## src/rtl/arm1_prog_loader.sv

```systemverilog
// arm1_prog_loader: streams a fixed-length program into processor memory,
// optionally verifies a trailing 8-bit additive checksum, and holds the
// processor in reset until a load has completed with a good checksum.
//
// Handshake: a byte transfers on a rising edge where in_valid and in_ready
// are both 1. in_ready depends only on the registered state, never on
// in_valid. in_valid while in_ready is 0 is ignored, and the source may drop
// in_valid at any time without penalty.
module arm1_prog_loader #(
    parameter int PROG_LEN = 16,
    parameter int CHK_EN   = 1
) (
    input  logic       clk,
    input  logic       reset,
    input  logic       start,
    input  logic       in_valid,
    input  logic [7:0] in_data,
    output logic       in_ready,
    output logic       mem_we,
    output logic [3:0] mem_addr,
    output logic [7:0] mem_wdata,
    output logic       cpu_reset,
    output logic       busy,
    output logic       done,
    output logic       error,
    output logic [4:0] byte_count,
    output logic [2:0] dbg_state
);

    typedef enum logic [2:0] {
        S_IDLE  = 3'd0,
        S_LOAD  = 3'd1,
        S_CHECK = 3'd2,
        S_DONE  = 3'd3,
        S_ERROR = 3'd4
    } state_t;

    // Index of the final program byte; the transfer at this count ends LOAD.
    localparam logic [4:0] LAST_IDX = 5'(PROG_LEN - 1);

    state_t     r_state;
    state_t     w_next;
    logic [4:0] r_count;
    logic [7:0] r_sum;
    logic       r_mem_we;
    logic [3:0] r_mem_addr;
    logic [7:0] r_mem_wdata;

    logic w_ready;
    logic w_xfer;
    logic w_last;
    logic w_start_load;

    assign w_ready      = (r_state == S_LOAD) || (r_state == S_CHECK);
    assign w_xfer       = in_valid && w_ready;
    assign w_last       = (r_count == LAST_IDX);
    assign w_start_load = start && ((r_state == S_IDLE) || (r_state == S_DONE) ||
                                    (r_state == S_ERROR));

    // State register; reset returns to IDLE with the processor held.
    always_ff @(posedge clk) begin
        if (!reset) begin
            r_state <= S_IDLE;
        end else begin
            r_state <= w_next;
        end
    end

    // Next-state selection and state-decoded status outputs.
    always_comb begin
        w_next    = r_state;
        in_ready  = 1'b0;
        busy      = 1'b0;
        done      = 1'b0;
        error     = 1'b0;
        cpu_reset = 1'b1;
        case (r_state)
            S_IDLE: begin
                if (w_start_load) w_next = S_LOAD;
            end
            S_LOAD: begin
                in_ready = 1'b1;
                busy     = 1'b1;
                if (w_xfer && w_last) begin
                    w_next = (CHK_EN != 0) ? S_CHECK : S_DONE;
                end
            end
            S_CHECK: begin
                in_ready = 1'b1;
                busy     = 1'b1;
                if (w_xfer) begin
                    w_next = (in_data == r_sum) ? S_DONE : S_ERROR;
                end
            end
            S_DONE: begin
                done      = 1'b1;
                cpu_reset = 1'b0;
                if (w_start_load) w_next = S_LOAD;
            end
            S_ERROR: begin
                error = 1'b1;
                if (w_start_load) w_next = S_LOAD;
            end
            default: begin
                w_next = S_IDLE;
            end
        endcase
    end

    // Datapath: byte counter, running sum and the one-cycle-delayed memory
    // write port. The checksum byte in CHECK never reaches the write port.
    always_ff @(posedge clk) begin
        if (!reset) begin
            r_count     <= 5'd0;
            r_sum       <= 8'd0;
            r_mem_we    <= 1'b0;
            r_mem_addr  <= 4'd0;
            r_mem_wdata <= 8'd0;
        end else begin
            r_mem_we <= 1'b0;
            if (w_start_load) begin
                r_count <= 5'd0;
                r_sum   <= 8'd0;
            end else if ((r_state == S_LOAD) && w_xfer) begin
                r_mem_we    <= 1'b1;
                r_mem_addr  <= r_count[3:0];
                r_mem_wdata <= in_data;
                r_count     <= r_count + 5'd1;
                r_sum       <= r_sum + in_data;
            end
        end
    end

    assign mem_we     = r_mem_we;
    assign mem_addr   = r_mem_addr;
    assign mem_wdata  = r_mem_wdata;
    assign byte_count = r_count;
    assign dbg_state  = r_state;

endmodule

```

## config.mk

```make
export PLATFORM = sky130hd
export DESIGN_NAME = arm1_prog_loader
export DESIGN_NICKNAME = d
export VERILOG_FILES = /design/src/rtl/arm1_prog_loader.sv
export SDC_FILE = /design/constraint.sdc
export NUM_CORES = 1
export LEC_CHECK = 0
export ABC_AREA = 1
export BUFFER_PORTS_ARGS = -buffer_cell sky130_fd_sc_hd__buf_2
export CAP_MARGIN = 20
export CORE_MARGIN = 2
export CORE_UTILIZATION = 48
export DETAILED_ROUTE_END_ITERATION = 12
export PLACE_DENSITY = 0.75
export SYNTH_ARGS = -nofsm -noshare
export SYNTH_HDL_FRONTEND = slang
export SYNTH_SLANG_ARGS = --single-unit
```

## constraint.sdc

```tcl
create_clock -name clk -period 1.4 [get_ports clk]
set_input_delay 0.21 -clock clk [delete_from_list [all_inputs] [get_ports clk]]
set_output_delay 0.21 -clock clk [all_outputs]
set_load 0.01 [all_outputs]
```

# --- Yosys cells after proc, flatten, opt, wreduce, memory -nomap -nowiden ---
# Cells that the tools add are included.
# W data, S select, Z words.
word_totals:
  out_inout_bits: 26
  wordCells: 42
  reg_bits: 29
  input_bits: 12
op_classes:
  n_reduce_logical: 13
  n_mux: 10
  bitwise_logic: 2
  n_eq_ne: 9
  add_sub_neg: 2
ops:
  columns: ["cell", "n"]
  rows:
  - ["$mux W3", 4]
  - ["$pmux W3 S3", 1]
  - ["$add A8 B8 Y8", 1]
  - ["$eq A8 B8 Y1", 1]
  - ["$eq A3 B2 Y1 const B", 2]
  - ["$add A5 B1 Y5 const B", 1]
  - ["$eq A5 B4 Y1 const B", 1]
  - ["$mux W1", 5]
  - ["$logic_and A1 B1 Y1", 4]
  - ["$ne A2 B1 Y1 const B", 2]
  - ["$reduce_or A2 Y1", 2]
  - ["$eq A3 B1 Y1 const B", 1]
  - ["$eq A3 B3 Y1 const B", 1]
  - ["$logic_not A3 Y1", 1]
  - ["$logic_or A1 B1 Y1", 3]
  - ["$reduce_and A3 Y1", 1]
  - ["$reduce_or A3 Y1", 1]
  - ["$ne A2 B2 Y1 const B", 1]
  - ["$not A1 Y1", 2]
  - ["$reduce_and A2 Y1", 1]

# --- Depth between registers and ports, before layout ---
depth:
  depth_word: 6
  depth_mapped: 10
  mapped_depth_nobuf: 10

# --- Least setup slack after synthesis ---
# OpenSTA, ideal clock, no wires.
synth_timing:
  path_kind: "flip-flop to flip-flop"
  start: "register r_count[1], in the netlist byte_count[1]"
  end: "register r_state[2], in the netlist dbg_state[2]"
  setup_ns: 0.121
  path_slack_ns: -0.071
  period_less_slack_ns: 1.471
  path_stages_with_launch: 11
  t_required_ns: 1.279
  path_buffers: 0
  arrival_time_ns: 1.350
  path_cell_list: "dfxtp_1 > ha_1 > inv_1 > nor3_1 > ha_1 > nand3b_1 > nand2_2 > nor2_2 > nand2_1 > nand2_1 > nor2_1"
synth_via:
  elab_chain_len: 4
synth_lines:
  columns: ["item", "line", "source"]
  rows:
  - ["start, declared", "43", "logic [4:0] r_count;"]
  - ["start signal, assigned", "128", "r_count <= r_count + 5'd1;"]
  - ["$eq A5 B4 Y1", "56", "assign w_last = (r_count == LAST_IDX);"]
  - ["$logic_and A1 B1 Y1", "84", "if (w_xfer && w_last) begin"]
  - ["$ne A2 B1 Y1 (no line)", null, null]
  - ["$reduce_and A3 Y1 (no line)", null, null]
  - ["end signal, assigned", "65", "r_state <= w_next;"]
  - ["end, declared", "41", "state_t r_state;"]
# Every way passes these cells.
# A chain may end at the register's enable or synchronous reset.

# --- Final worst setup path ---
layout_timing:
  start: "register r_count[0], in the netlist byte_count[0]"
  end: "register r_state[0], in the netlist dbg_state[0]"
# Same word-level chain as after synthesis.

==> metrics <==
commonest non-fill, non-tap cell in the layout nand2_1; Final ANT Viol Nets 0; ys flop type dfxtp_1; setup total negative slack -10.4 ps; Clock Tree Root clkbuf_4; WL/cell approximately 12 µm; Syn Nets 248; placed instance area 1920 µm²; worst-margin pin slew 350 ps; Port Buffers 37; combinational share of power between 40% and 50%; htree depth 2; total power 0.00313 W; CTS tree built; leak pwr 1.06 nW; crit path time final 1410 ps; hold buffer count at CTS 0; WP data arrival between 1500 and 2000 ps; DIE AREA 3870 µm²; First-pass DRT Iterations 4; Die Height 62.2 µm; vias in the first global route 1392; CP Capture Type flip-flop; die width 62.2 µm; grt ovf 0; gr usage total 19.2%; status finished with violations; antenna violations before repair 0; FFs w/ async S/R, synth 0%; Worst Path Max Fanout 3; clock sink count 29; nets 300; GP Congestion 0.848; Final setup violation count 2; fin cells approximately 330; Req. time, crit path around 1700 ps; detailed router's first-iteration violation count 56; core area 3280 µm²; PwrDens between 1000 and 1500 nW/µm²; CP Launch Point byte_count[0]; design internal power 0.00186 W; max_cap viols 0; largest net degree at the start of global routing 24; RR Startpoint byte_count[0]; Layout area overhead 34.4%; ANT cells 0; Yosys reg bits 29; Util after Layout 66.5%; Tightest Hold Check Type input pin to flip-flop; Cells after Synth 226; number of synthesized flops with an enable pin 0; Clk pwr share 15.5%; P_sw ~0.0013 W; sequential share of the synthesized area approximately 36%; RSZ-0062 raised after global routing true; skew final 6.43 ps; Mapped Area 1630 µm²; placed instance count approximately 310; maximum clock frequency 711 MHz; failing checks setup timing; final setup margin -7.13 ps; Worst VDD drop 814 µV; Critical Path Source Type flip-flop; Setup CP Type flip-flop to flip-flop; Tcrit/Tclk final 101%; Synth warnings 0; Layout Cell Area excl Fill 2180 µm²; Rows 21; sequential share of power 36.7%; via count 1562; Reg clk slew, reported paths 90 ps; final wirelength 3750 µm; Post-route DRC 0; Distinct cells, synth 31; commonest cells after routing, fill and taps aside nand2_1, buf_2, nor2_1; Detailed Place HPWL 2510 µm; share of layout cells above drive strength 1 37.3%; Via density 4.81; TritonCTS Buffers 5; syn avg cell area 7.19 µm²; Hold Vio Cnt, Final 0; max_slew headroom 76.5%; Initial Util 49.5%; worst hold path startpoint in_data[7]; first-pass GRT wire length 5930 µm; I/O pin total 38; worst-skew pair later-pin latency 320 ps; max-slew violation count 0; clk buf depth 2; sw frac 40.6%
## flip-flops by register name, indices dropped and copies added (netlist names)
name / flops
mem_wdata: 8
byte_count: 5
mem_addr: 4
mem_we: 1
dbg_state: 3
r_sum: 8
## area by class of cell
cell class                      count  area [µm²]
Multi-Input combinational cell    157        1020
Fill cell                         296        1100
Clock buffer                        8        48.8
Inverter                           34         131
Timing Repair Buffer               51         328
Tap cell                           46        57.6
Sequential cell                    29         602
## power groups by stage
stage | clock, W | combinational [W] | sequential, W
5_1_grt | 0.000545 | 0.00164 | 0.00117
6_report | 0.000485 | 0.00150 | 0.00115
2_1_floorplan | 0 | 0.000854 | 0.00117
3_3_place_gp | 0 | 0.00125 | 0.00111
3_5_place_dp | 0 | 0.00126 | 0.00112
4_1_cts | 0.000502 | 0.00132 | 0.00112
## synthesized netlist by cell type (2+ instances only)
| cell type | n | area, µm² |
|---|---|---|
| nand3_2 | 2 | 20.0 |
| o21ai_1 | 7 | 35.0 |
| a21oi_1 | 15 | 75.1 |
| o21a_1 | 3 | 22.5 |
| buf_4 | 4 | 30.0 |
| xor2_1 | 2 | 17.5 |
| inv_1 | 31 | 116 |
| or2_0 | 2 | 12.5 |
| nand3b_1 | 2 | 15.0 |
| ha_1 | 9 | 113 |
| dfxtp_1 | 29 | 581 |
| o21ai_0 | 9 | 45.0 |
| xnor2_1 | 2 | 17.5 |
| nand3_1 | 10 | 50.1 |
| a21oi_2 | 3 | 26.3 |
| nand2_1 | 50 | 188 |
| nand2_4 | 3 | 33.8 |
| nor2_1 | 30 | 113 |
## worst paths after layout
path                       end  slack, ps  cells after the start
hold reg to reg    mem_addr[0]        470                      2
hold / removal    mem_wdata[7]        140                      3
setup / recovery  dbg_state[0]         -7                      9
setup reg to reg  dbg_state[0]         -7                      9
## worst max-delay path, cell delays in order (launching register included)
cell,delay (ps)
dfxtp_2,360
ha_4,140
inv_2,40
nor3_2,110
ha_2,180
nand3b_1,150
nand2_2,80
nor2_4,110
nand2_1,70
a21oi_2,120
## through the flow
stage          setup slack, ps  hold slack (ps)
5_1_grt                   -127              151
3_5_place_dp             -82.5              454
6_report                 -7.13              138
3_3_place_gp             -90.1              449
2_1_floorplan             4.65              345
4_1_cts                  -3.49              121
## metal layers
metal	global-route usage (%)	share of wire [%]	vias up
li1	-	-	819
met1	24.2	45	695
met2	31.0	49	42
met3	5.43	4.6	6
met4	8.06	1.8	0
met5	0	0	-
## kinds of logic (layout without fill, tap and decap cells)
| group | Yosys count | in the layout | synth area share, % |
|---|---|---|---|
| adders and majority gates | 10 | 10 | 8.16 |
| DFF | 29 | 29 | 35.7 |
| buffers and inverters | 40 | 93 | 10.5 |
| xor gates and xnor gates | 4 | 4 | 2.16 |
| AOI/OAI and AO/OA | 38 | 38 | 13.5 |
| and+or+nand+nor | 105 | 105 | 29.9 |
## repair_timing
action,4_1_cts,5_1_grt
pin swaps,3,10
setup endpoints to repair,10,13
setup buffers,1,3
gates resized for setup,15,25
(Power assumes the default switching activity.)
